==> config.mk <==
export PLATFORM = sky130hd
export DESIGN_NAME = apb_master_sched
export DESIGN_NICKNAME = d
export VERILOG_FILES = /design/src/rtl/apb_master_sched_pkg.sv /design/src/rtl/apb_rr_pick.sv /design/src/rtl/apb_master_sched.sv
export SDC_FILE = /design/constraint.sdc
export NUM_CORES = 1
export LEC_CHECK = 0
export CORE_AREA = 2 2 128 130
export DETAILED_ROUTE_END_ITERATION = 7
export DIE_AREA = 0 0 130 132
export PLACE_DENSITY_LB_ADDON = 0.2
export SYNTH_ARGS = -nofsm -noshare
export SYNTH_HDL_FRONTEND = slang
export SYNTH_SLANG_ARGS = --single-unit
==> constraint.sdc <==
create_clock -name clk -period 4.2 [get_ports clk]
set_input_delay 0.63 -clock clk [delete_from_list [all_inputs] [get_ports clk]]
set_output_delay 0.63 -clock clk [all_outputs]
set_load 0.01 [all_outputs]
==> src/rtl/apb_master_sched_pkg.sv <==
// rtl/apb_master_sched_pkg.sv - shared FSM encodings and defaults for the APB master scheduler
package apb_master_sched_pkg;

    typedef enum logic [1:0] {
        SCHED_IDLE   = 2'd0,
        SCHED_SETUP  = 2'd1,
        SCHED_ACCESS = 2'd2
    } sched_state_e;

    // ACCESS cycles allowed before a stuck slave is turned into an error response
    localparam int SCHED_DEFAULT_TIMEOUT = 255;

endpackage

==> src/rtl/apb_rr_pick.sv <==
// rtl/apb_rr_pick.sv - combinational round-robin picker starting after the last grant
//
// Ports:
//   reqs_i      request vector, one bit per port
//   last_idx_i  index granted most recently
//   next_idx_o  first requester at last_idx_i+1, +2, ... modulo PORTS
//   valid_o     at least one request present
module apb_rr_pick #(
    parameter int PORTS = 4,
    parameter int IW    = 2
) (
    input  logic [PORTS-1:0] reqs_i,
    input  logic [IW-1:0]    last_idx_i,
    output logic [IW-1:0]    next_idx_o,
    output logic             valid_o
);

    int best_dist;

    // Each requester's distance past last_idx_i; the smallest distance wins.
    // The last granted port has distance PORTS-1, so it is served last.
    always_comb begin
        next_idx_o = last_idx_i;
        valid_o    = 1'b0;
        best_dist  = PORTS;
        for (int i = 0; i < PORTS; i++) begin
            if (reqs_i[i] && (((i + PORTS - 1 - int'(last_idx_i)) % PORTS) < best_dist)) begin
                best_dist  = (i + PORTS - 1 - int'(last_idx_i)) % PORTS;
                next_idx_o = IW'(i);
                valid_o    = 1'b1;
            end
        end
    end

endmodule

==> src/rtl/apb_master_sched.sv <==
// rtl/apb_master_sched.sv - round-robin sharing of one downstream APB master port
//
// Ports:
//   clk, reset                 clock, asynchronous active-low reset
//   S_PADDR/S_PWRITE/S_PSELx/S_PWDATA   per-core request side (flattened, core 0 in LSBs)
//   S_PRDATA/S_PREADY/S_PSLVERR         per-core completion, only the granted core is driven
//   M_PADDR/M_PWRITE/M_PSEL/M_PENABLE/M_PWDATA  downstream APB master outputs
//   M_PRDATA/M_PREADY           downstream response
//   grant_idx                   current / most recent granted core
module apb_master_sched
    import apb_master_sched_pkg::*;
#(
    parameter int MASTER_PORTS = 4,
    parameter int BUS_WIDTH    = 16,
    parameter int DATA_WIDTH   = 16,
    parameter int TIMEOUT      = SCHED_DEFAULT_TIMEOUT,
    localparam int GW          = (MASTER_PORTS > 1) ? $clog2(MASTER_PORTS) : 1
) (
    input  logic                               clk,
    input  logic                               reset,
    input  logic [MASTER_PORTS*BUS_WIDTH-1:0]  S_PADDR,
    input  logic [MASTER_PORTS-1:0]            S_PWRITE,
    input  logic [MASTER_PORTS-1:0]            S_PSELx,
    input  logic [MASTER_PORTS*DATA_WIDTH-1:0] S_PWDATA,
    output logic [MASTER_PORTS*DATA_WIDTH-1:0] S_PRDATA,
    output logic [MASTER_PORTS-1:0]            S_PREADY,
    output logic [MASTER_PORTS-1:0]            S_PSLVERR,
    output logic [BUS_WIDTH-1:0]               M_PADDR,
    output logic                               M_PWRITE,
    output logic                               M_PSEL,
    output logic                               M_PENABLE,
    output logic [DATA_WIDTH-1:0]              M_PWDATA,
    input  logic [DATA_WIDTH-1:0]              M_PRDATA,
    input  logic                               M_PREADY,
    output logic [GW-1:0]                      grant_idx
);

    localparam int CW = (TIMEOUT > 0) ? $clog2(TIMEOUT + 1) : 1;

    sched_state_e          state_q, state_d;
    logic [GW-1:0]         grant_q, grant_d;
    logic [BUS_WIDTH-1:0]  paddr_q, paddr_d;
    logic [DATA_WIDTH-1:0] pwdata_q, pwdata_d;
    logic                  pwrite_q, pwrite_d;
    logic                  psel_q, psel_d;
    logic                  penable_q, penable_d;
    logic [CW-1:0]         cnt_q, cnt_d;

    logic [GW-1:0]         pick_idx;
    logic                  pick_valid;
    logic                  xfer_ok;
    logic                  xfer_timeout;

    apb_rr_pick #(
        .PORTS (MASTER_PORTS),
        .IW    (GW)
    ) u_pick (
        .reqs_i     (S_PSELx),
        .last_idx_i (grant_q),
        .next_idx_o (pick_idx),
        .valid_o    (pick_valid)
    );

    // A ready slave always wins over a timeout landing in the same cycle.
    assign xfer_ok      = (state_q == SCHED_ACCESS) && M_PREADY;
    assign xfer_timeout = (state_q == SCHED_ACCESS) && !M_PREADY &&
                          (TIMEOUT != 0) && (cnt_q == CW'(TIMEOUT - 1));

    always_comb begin
        state_d  = state_q;
        grant_d  = grant_q;
        paddr_d  = paddr_q;
        pwdata_d = pwdata_q;
        pwrite_d = pwrite_q;
        cnt_d    = cnt_q;
        unique case (state_q)
            SCHED_IDLE: begin
                if (pick_valid) begin
                    state_d = SCHED_SETUP;
                    grant_d = pick_idx;
                    for (int i = 0; i < MASTER_PORTS; i++) begin
                        if (pick_idx == GW'(i)) begin
                            paddr_d  = S_PADDR[i*BUS_WIDTH +: BUS_WIDTH];
                            pwdata_d = S_PWDATA[i*DATA_WIDTH +: DATA_WIDTH];
                            pwrite_d = S_PWRITE[i];
                        end
                    end
                end
            end
            SCHED_SETUP: state_d = SCHED_ACCESS;
            SCHED_ACCESS: begin
                if (xfer_ok || xfer_timeout) begin
                    state_d = SCHED_IDLE;
                    cnt_d   = '0;
                end else if (TIMEOUT != 0) begin
                    cnt_d = cnt_q + 1'b1;
                end
            end
            default: state_d = SCHED_IDLE;
        endcase
        // PSEL/PENABLE are derived from the next state so they leave flops cleanly
        psel_d    = (state_d != SCHED_IDLE);
        penable_d = (state_d == SCHED_ACCESS);
    end

    always_ff @(posedge clk or negedge reset) begin
        if (!reset) begin
            state_q   <= SCHED_IDLE;
            grant_q   <= GW'(MASTER_PORTS - 1);
            paddr_q   <= '0;
            pwdata_q  <= '0;
            pwrite_q  <= 1'b0;
            psel_q    <= 1'b0;
            penable_q <= 1'b0;
            cnt_q     <= '0;
        end else begin
            state_q   <= state_d;
            grant_q   <= grant_d;
            paddr_q   <= paddr_d;
            pwdata_q  <= pwdata_d;
            pwrite_q  <= pwrite_d;
            psel_q    <= psel_d;
            penable_q <= penable_d;
            cnt_q     <= cnt_d;
        end
    end

    always_comb begin
        S_PREADY  = '0;
        S_PSLVERR = '0;
        S_PRDATA  = '0;
        for (int i = 0; i < MASTER_PORTS; i++) begin
            if (grant_q == GW'(i)) begin
                S_PREADY[i]  = xfer_ok || xfer_timeout;
                S_PSLVERR[i] = xfer_timeout;
                if (xfer_ok) begin
                    S_PRDATA[i*DATA_WIDTH +: DATA_WIDTH] = M_PRDATA;
                end
            end
        end
    end

    assign M_PADDR   = paddr_q;
    assign M_PWDATA  = pwdata_q;
    assign M_PWRITE  = pwrite_q;
    assign M_PSEL    = psel_q;
    assign M_PENABLE = penable_q;
    assign grant_idx = grant_q;

endmodule

==> impl_metrics.yaml, run 1 <==
finish:
  drive_gt1_frac: 0.0725
  layout_commonest_cell: "clkdlybuf4s50_1"
  antenna_cells: 0
  nNetsFinal: 908
  final_cells: 961
  stdcell_area_sq_mm: 0.00709
  final_cell_mix: "clkdlybuf4s50_1, and2_1, nor2_1"
  area_delta_synth_final_pct: 82.7
synth:
  yosys.area.top_type: "dfrtp_1"
  ys_warn_count: 0
  synth_edf_count: 0
  seq_area_frac_synth: 0.304
  yosysUniqueCellTypes: 46
  yosysTopAreaCellShare: 0.290
  ys_top_cells_by_area: "dfrtp_1, and2_1, a21boi_0"
  syn_area_sq_mm: 0.00388
  synth-seq-cells: 47
  ys.flop_type: "dfrtp_1"
  synth_area_per_cell_sq_um: 7.91
  synthArstFlopShare: 1.00
  syn_inst: 491
  synth_nets: 655
sta:
  max_freq_mhz: 252
  fin_crit_ps: 3970
  finalCritPeriodShare: 0.946
  timing.hold.ws_ps: 443
  finClkSkew_ps: 8.04
  maxSlewHeadroom: 0.343
  worst_pin_slew_ps: 985
  grt_setup_unrepaired: "no"
  finalHoldViolations: 0
  setup_viol: 0
  slew_viol_final: 0
route:
  ant_nets: 0
  vias: 4707
  drt_iter0_markers: 202
  wl_per_cell_um: 17.0
  route.detailed.drc: 0
  firstDrtPassIters: 4
  finalWirelength_mm: 16.4
  detail_route.vias_per_cell: 4.90
floorplanning:
  core_area_sq_mm: 0.0157
  start_util: 0.247
  die_area_sq_mm: 0.0172
  die_w_um: 130
  ios: 264
  std_cell_rows: 46
  die_h_um: 132
cts:
  htree_levels: 2
  hold_buffers: 0
  insertion_delay_ps: 290
  numCtsBuffers: 5
  cts_sinks: 47
  cts.path.max_buffers: 2
  cts-root-buf: "clkbuf_16"
  clkTransAtPathRegs_ps: 70
  cts_tree: "built"
critical_path:
  crit_chain: "clkdlybuf4s50_1 -> or2b_1 -> ha_4 -> a21oi_2 -> nor2_1 -> o21ba_2 -> ha_1 -> o22ai_2 -> and2_4 -> nor2_1 -> nand2_1 -> o21ai_0 -> ha_1 -> nor2_1 -> o21a_2 -> a2111oi_4 -> buf_6 -> buf_12 -> a21oi_1 -> a31oi_2"
  path_class: "input pin to register"
  rrSetupSlack_ps: 330
  crit_arrival_ps: 4190
  crit_path_start_kind: "input pin"
  end_kind: "register"
  critPathMostFrequentCell: "nor2_1"
  cp_slowest_cell: "clkdlybuf4s50_1"
  critPathMaxFanout: 11
  cpPeakStageDelay_ps: 470
  required_ps: 4410
global_routing:
  antenna_found_initial: 0
  grt.total_usage: 0.186
  grt_max_degree: 69
  overflow: 0
  grt_pass1_wl_mm: 25.4
  grt_pass1_vias: 4753
placement:
  gp_congestion: 0.870
  dpl.hpwl_mm: 12.6
  port_buffers: 263
  dp_cells: 950
  placed_area_sq_mm: 0.00682
hold_path:
  hp-class: "input pin to asynchronous set/reset pin"
flow_run:
  max_cap_violations: 0
pwr:
  leakage_nw: 2.79
  power.density_mw_per_mm2: 641
  vdd_drop_max_mv: 0.320
  power_mw: 4.55
run_status:
  status: "finished, final reports clean"
==> worst max-delay path, delay by kind of cell <==
family / cells / cell delay, ps
buf+inv: 3 / 790
simple gates: 6 / 700
compound gates: 8 / 1290
fa+ha+maj: 3 / 790
==> metal layers <==
layer / wire, um / GRT usage / share of wire / up-vias
li1: - / - / - / 2275
met1: 6640 / 0.226 / 0.41 / 2229
met2: 8270 / 0.325 / 0.50 / 180
met3: 1180 / 0.0483 / 0.072 / 23
met4: 289 / 0.0466 / 0.018 / 0
met5: 0 / 0 / 0 / -
==> flip-flops by register name (all words and copies together), names as in the netlist <==
signal     count
M_PADDR       16
M_PWDATA      16
cnt_q          8
grant_idx      2
state_q        2
M_PENABLE      1
M_PSEL         1
M_PWRITE       1
==> cell type report <==
cell class	count	area [sq um]
Clock inverter	3	67.6
Tap cell	216	270
Inverter	8	30.0
Fill cell	1540	8620
Clock buffer	5	125
Multi-Input combinational cell	391	2480
Sequential cell	47	1180
Timing Repair Buffer	291	2940
==> where the power goes <==
| group | switching, mW | internal [mW] |
|---|---|---|
| registers | 0.146 | 0.690 |
| clock network | 0.183 | 0.341 |
| logic | 1.68 | 1.51 |
| total | 2.01 | 2.54 |
==> cell families (layout without fill, tap and decap cells) <==
family	after synthesis	in the layout	synth area share
simple gates	184	184	0.262
compound gates	194	194	0.331
fa+ha+maj	9	9	0.0290
xor+xnor	4	4	0.00903
buf+inv	53	307	0.0654
flops	47	47	0.304
==> stage by stage <==
step	setup TNS [ps]	setup slack [ps]	utilization
global placement	-6390	-241	0.434
finish	0	228	0.451
detailed placement	-12030	-430	0.434
floorplan	0	0.312	-
CTS	0	67.7	0.448
global route	0	21.9	0.451
==> cells in the mapped netlist (2+ instances only) <==
cell,instances
nor3_1,3
nand3_1,2
buf_2,11
xnor2_1,2
clkbuf_4,3
nor2_1,46
buf_6,3
o31ai_1,2
nand3b_1,3
o21ai_0,40
and2_1,73
or3_1,2
o211ai_1,33
xor2_1,2
clkbuf_1,26
and3_1,37
inv_1,8
dfrtp_1,45
nand2_1,10
buf_4,2
a21oi_1,39
a31oi_1,31
a21boi_0,33
dfstp_2,2
a31oi_2,4
ha_1,9
==> worst paths after layout <==
path | startpoint | end | depth (start not counted)
worst max-delay path | S_PSELx[0] | M_PWDATA[6] | 20
worst min-delay path | reset | cnt_q[6] | 2
worst max register to register | grant_idx[0] | M_PWDATA[6] | 20
worst min register to register | cnt_q[5] | cnt_q[5] | 1
max in group asynchronous | reset | M_PADDR[8] | 2
min in group clk | cnt_q[5] | cnt_q[5] | 1
==> what timing repair did <==
action	CTS	global route
hold endpoints to repair	0	0
pin swaps	1	12
endpoints found under the setup margin	24	33
gates cloned	1	0
resized for setup	4	15
setup buffers	1	1
No activity file was read; power rests on OpenSTA's default activity.
==> inputs of run 2 (changes only) <==
- ABC_AREA: unset -> 0
- CORE_AREA: 2 2 128 130 -> 2 2 112 114
- DIE_AREA: 0 0 130 132 -> 0 0 114 116
==> impl_metrics.yaml, run 2 (synthesized netlist as in run 1, its figures left out) <==
cts:
  hold_buffers: 0
  clkTransAtPathRegs_ps: 70
  cts-root-buf: "clkbuf_16"
  cts_sinks: 47
  insertion_delay_ps: 290
  htree_levels: 2
  cts_tree: "built"
  cts.path.max_buffers: 2
  numCtsBuffers: 5
critical_path:
  crit_chain: "clkdlybuf4s50_1 -> or2b_1 -> ha_4 -> a21oi_4 -> nor2_1 -> o21ba_2 -> ha_1 -> o22ai_2 -> and2_4 -> nor2_1 -> nand2_1 -> o21ai_0 -> ha_1 -> nor2_1 -> o21a_1 -> a2111oi_4 -> buf_4 -> buf_4 -> a21oi_1 -> a31oi_2"
  cpPeakStageDelay_ps: 470
  path_class: "input pin to register"
  rr_startpoint: "grant_idx[0]"
  end_kind: "register"
  critPathMaxFanout: 8
  path_depth: 20
  crit_arrival_ps: 4190
  cp_num_buf_inv: 3
  critPathTopFamily: "compound AO/OA/AOI/OAI gates"
  rrSetupSlack_ps: 330
  rr_worst_depth: 20
  required_ps: 4420
  rr_endpoint: "M_PWDATA[15]"
  crit_path_start_kind: "input pin"
  cp_slowest_cell: "clkdlybuf4s50_1"
  critPathMostFrequentCell: "nor2_1"
global_routing:
  grt_pass1_vias: 4798
  grt_pass1_wl_mm: 23.1
  grt.total_usage: 0.216
  antenna_found_initial: 0
  overflow: 0
  grt_max_degree: 69
finish:
  regArea_sq_mm: 0.00118
  final_cells: 893
  antenna_cells: 0
  fillers: 1086
  final_core_util: 0.581
  final_cell_mix: "clkdlybuf4s50_1, and2_1, nor2_1"
  layout_commonest_cell: "clkdlybuf4s50_1"
  multi_input_area_sq_mm: 0.00249
  area_delta_synth_final_pct: 78.3
  drive_gt1_frac: 0.0724
  nNetsFinal: 909
  stdcell_area_sq_mm: 0.00692
run_status:
  status: "finished, final reports clean"
pwr:
  vdd_drop_max_mv: 0.311
  pwr-share-seq: 0.190
  switching_share: 0.451
  pwr-share-comb: 0.714
  power.density_mw_per_mm2: 629
  clkPwrFrac: 0.096
  internal-power_mw: 2.39
  leakage_nw: 2.76
  p_switching_mw: 1.96
  power_mw: 4.36
placement:
  dp_cells: 882
  preCtsSetupSlack_ps: -295
  gp_congestion: 0.822
  dpl.hpwl_mm: 11.8
  port_buffers: 263
  placed_area_sq_mm: 0.00669
floorplanning:
  die_h_um: 116
  core_area_sq_mm: 0.0119
  die_area_sq_mm: 0.0132
  start_util: 0.326
  die_w_um: 114
  ios: 264
  std_cell_rows: 40
sta:
  fin_crit_ps: 3970
  finalCritPeriodShare: 0.945
  maxSlewHeadroom: 0.274
  timing.final.ws_setup_ps: 232
  timing.hold.ws_ps: 532
  slew_viol_final: 0
  tns_ps: 0
  finClkSkew_ps: 9.54
  max_freq_mhz: 252
  finalHoldViolations: 0
  setup_viol: 0
  worst_pin_slew_ps: 1090
hold_path:
  hp-start: "cnt_q[5]"
  hold_path_end: "cnt_q[5]"
  hp-class: "register to register"
  min_path_cells: 1
route:
  vias: 4731
  route.detailed.drc: 0
  detail_route.vias_per_cell: 5.30
  drt_iter0_markers: 297
  ant_nets: 0
  firstDrtPassIters: 5
  finalWirelength_mm: 15.3
  wl_per_cell_um: 17.1
flow_run:
  max_cap_violations: 0
[run 2: cell count changes in the layout (fill, tap and decap cells not counted), moves of 2 or more]
cell,previous run,this run
buf_12,7,3
o21ai_0,35,39
bufinv_16,2,0
buf_4,18,24
o21ai_1,6,2
buf_8,2,0
[run 2: worst max-delay path by stage]
stage	start	endpoint	slack, ps
2_1_floorplan	grant_idx[0]	M_PWDATA[15]	0.3
3_3_place_gp	S_PSELx[0]	M_PWRITE	-150
3_5_place_dp	S_PSELx[0]	M_PWDATA[12]	-300
4_1_cts	S_PSELx[0]	M_PADDR[12]	0.3
5_1_grt	S_PSELx[0]	M_PADDR[14]	-2
6_report	S_PSELx[0]	M_PWDATA[15]	230
[run 2: routing by layer]
layer  track usage  wire (um)
met1         0.243       5760
met3        0.0586       1430
met4        0.0764        298
met2         0.394       7790
met5             0          0
[run 2: power by group through the flow]
| stage | combinational [mW] | clock, mW | sequential [mW] |
|---|---|---|---|
| after global routing | 3.41 | 0.447 | 0.858 |
| after floorplan | 1.70 | 0 | 0.908 |
| final | 3.11 | 0.419 | 0.828 |
| after global placement | 2.88 | 0 | 0.826 |
| after CTS | 2.96 | 0.429 | 0.829 |
| after detailed placement | 2.96 | 0 | 0.832 |
[run 2: layout make-up]
cell class | count | share of cell area
multi-input combinational | 391 | 0.359
clock inverter | 1 | 0.00127
inverter | 8 | 0.00434
sequential | 47 | 0.170
tap | 147 | 0.0266
clock buffer | 7 | 0.0206
timing repair buffer | 292 | 0.418
[run 2: what timing repair did]
action / 4_1_cts / 5_1_grt
endpoints found under the hold margin: 0 / 0
setup endpoints to repair: 0 / 35
gates resized for setup: 0 / 14
buffers inserted: 0 / 2
[run 2: worst reg2reg max path, cell delays in order, from the launching register on]
cell       delay, ps
dfstp_2          530
inv_1             60
ha_1             370
ha_4             280
a21oi_4          140
nor2_1            80
o21ba_2          230
ha_1             280
o22ai_2          110
and2_4           160
nor2_1            40
nand2_1           60
o21ai_0           70
ha_1             280
nor2_1            50
o21a_1           210
a2111oi_4        230
buf_4            180
buf_4            170
a21oi_1          100
a31oi_2          170
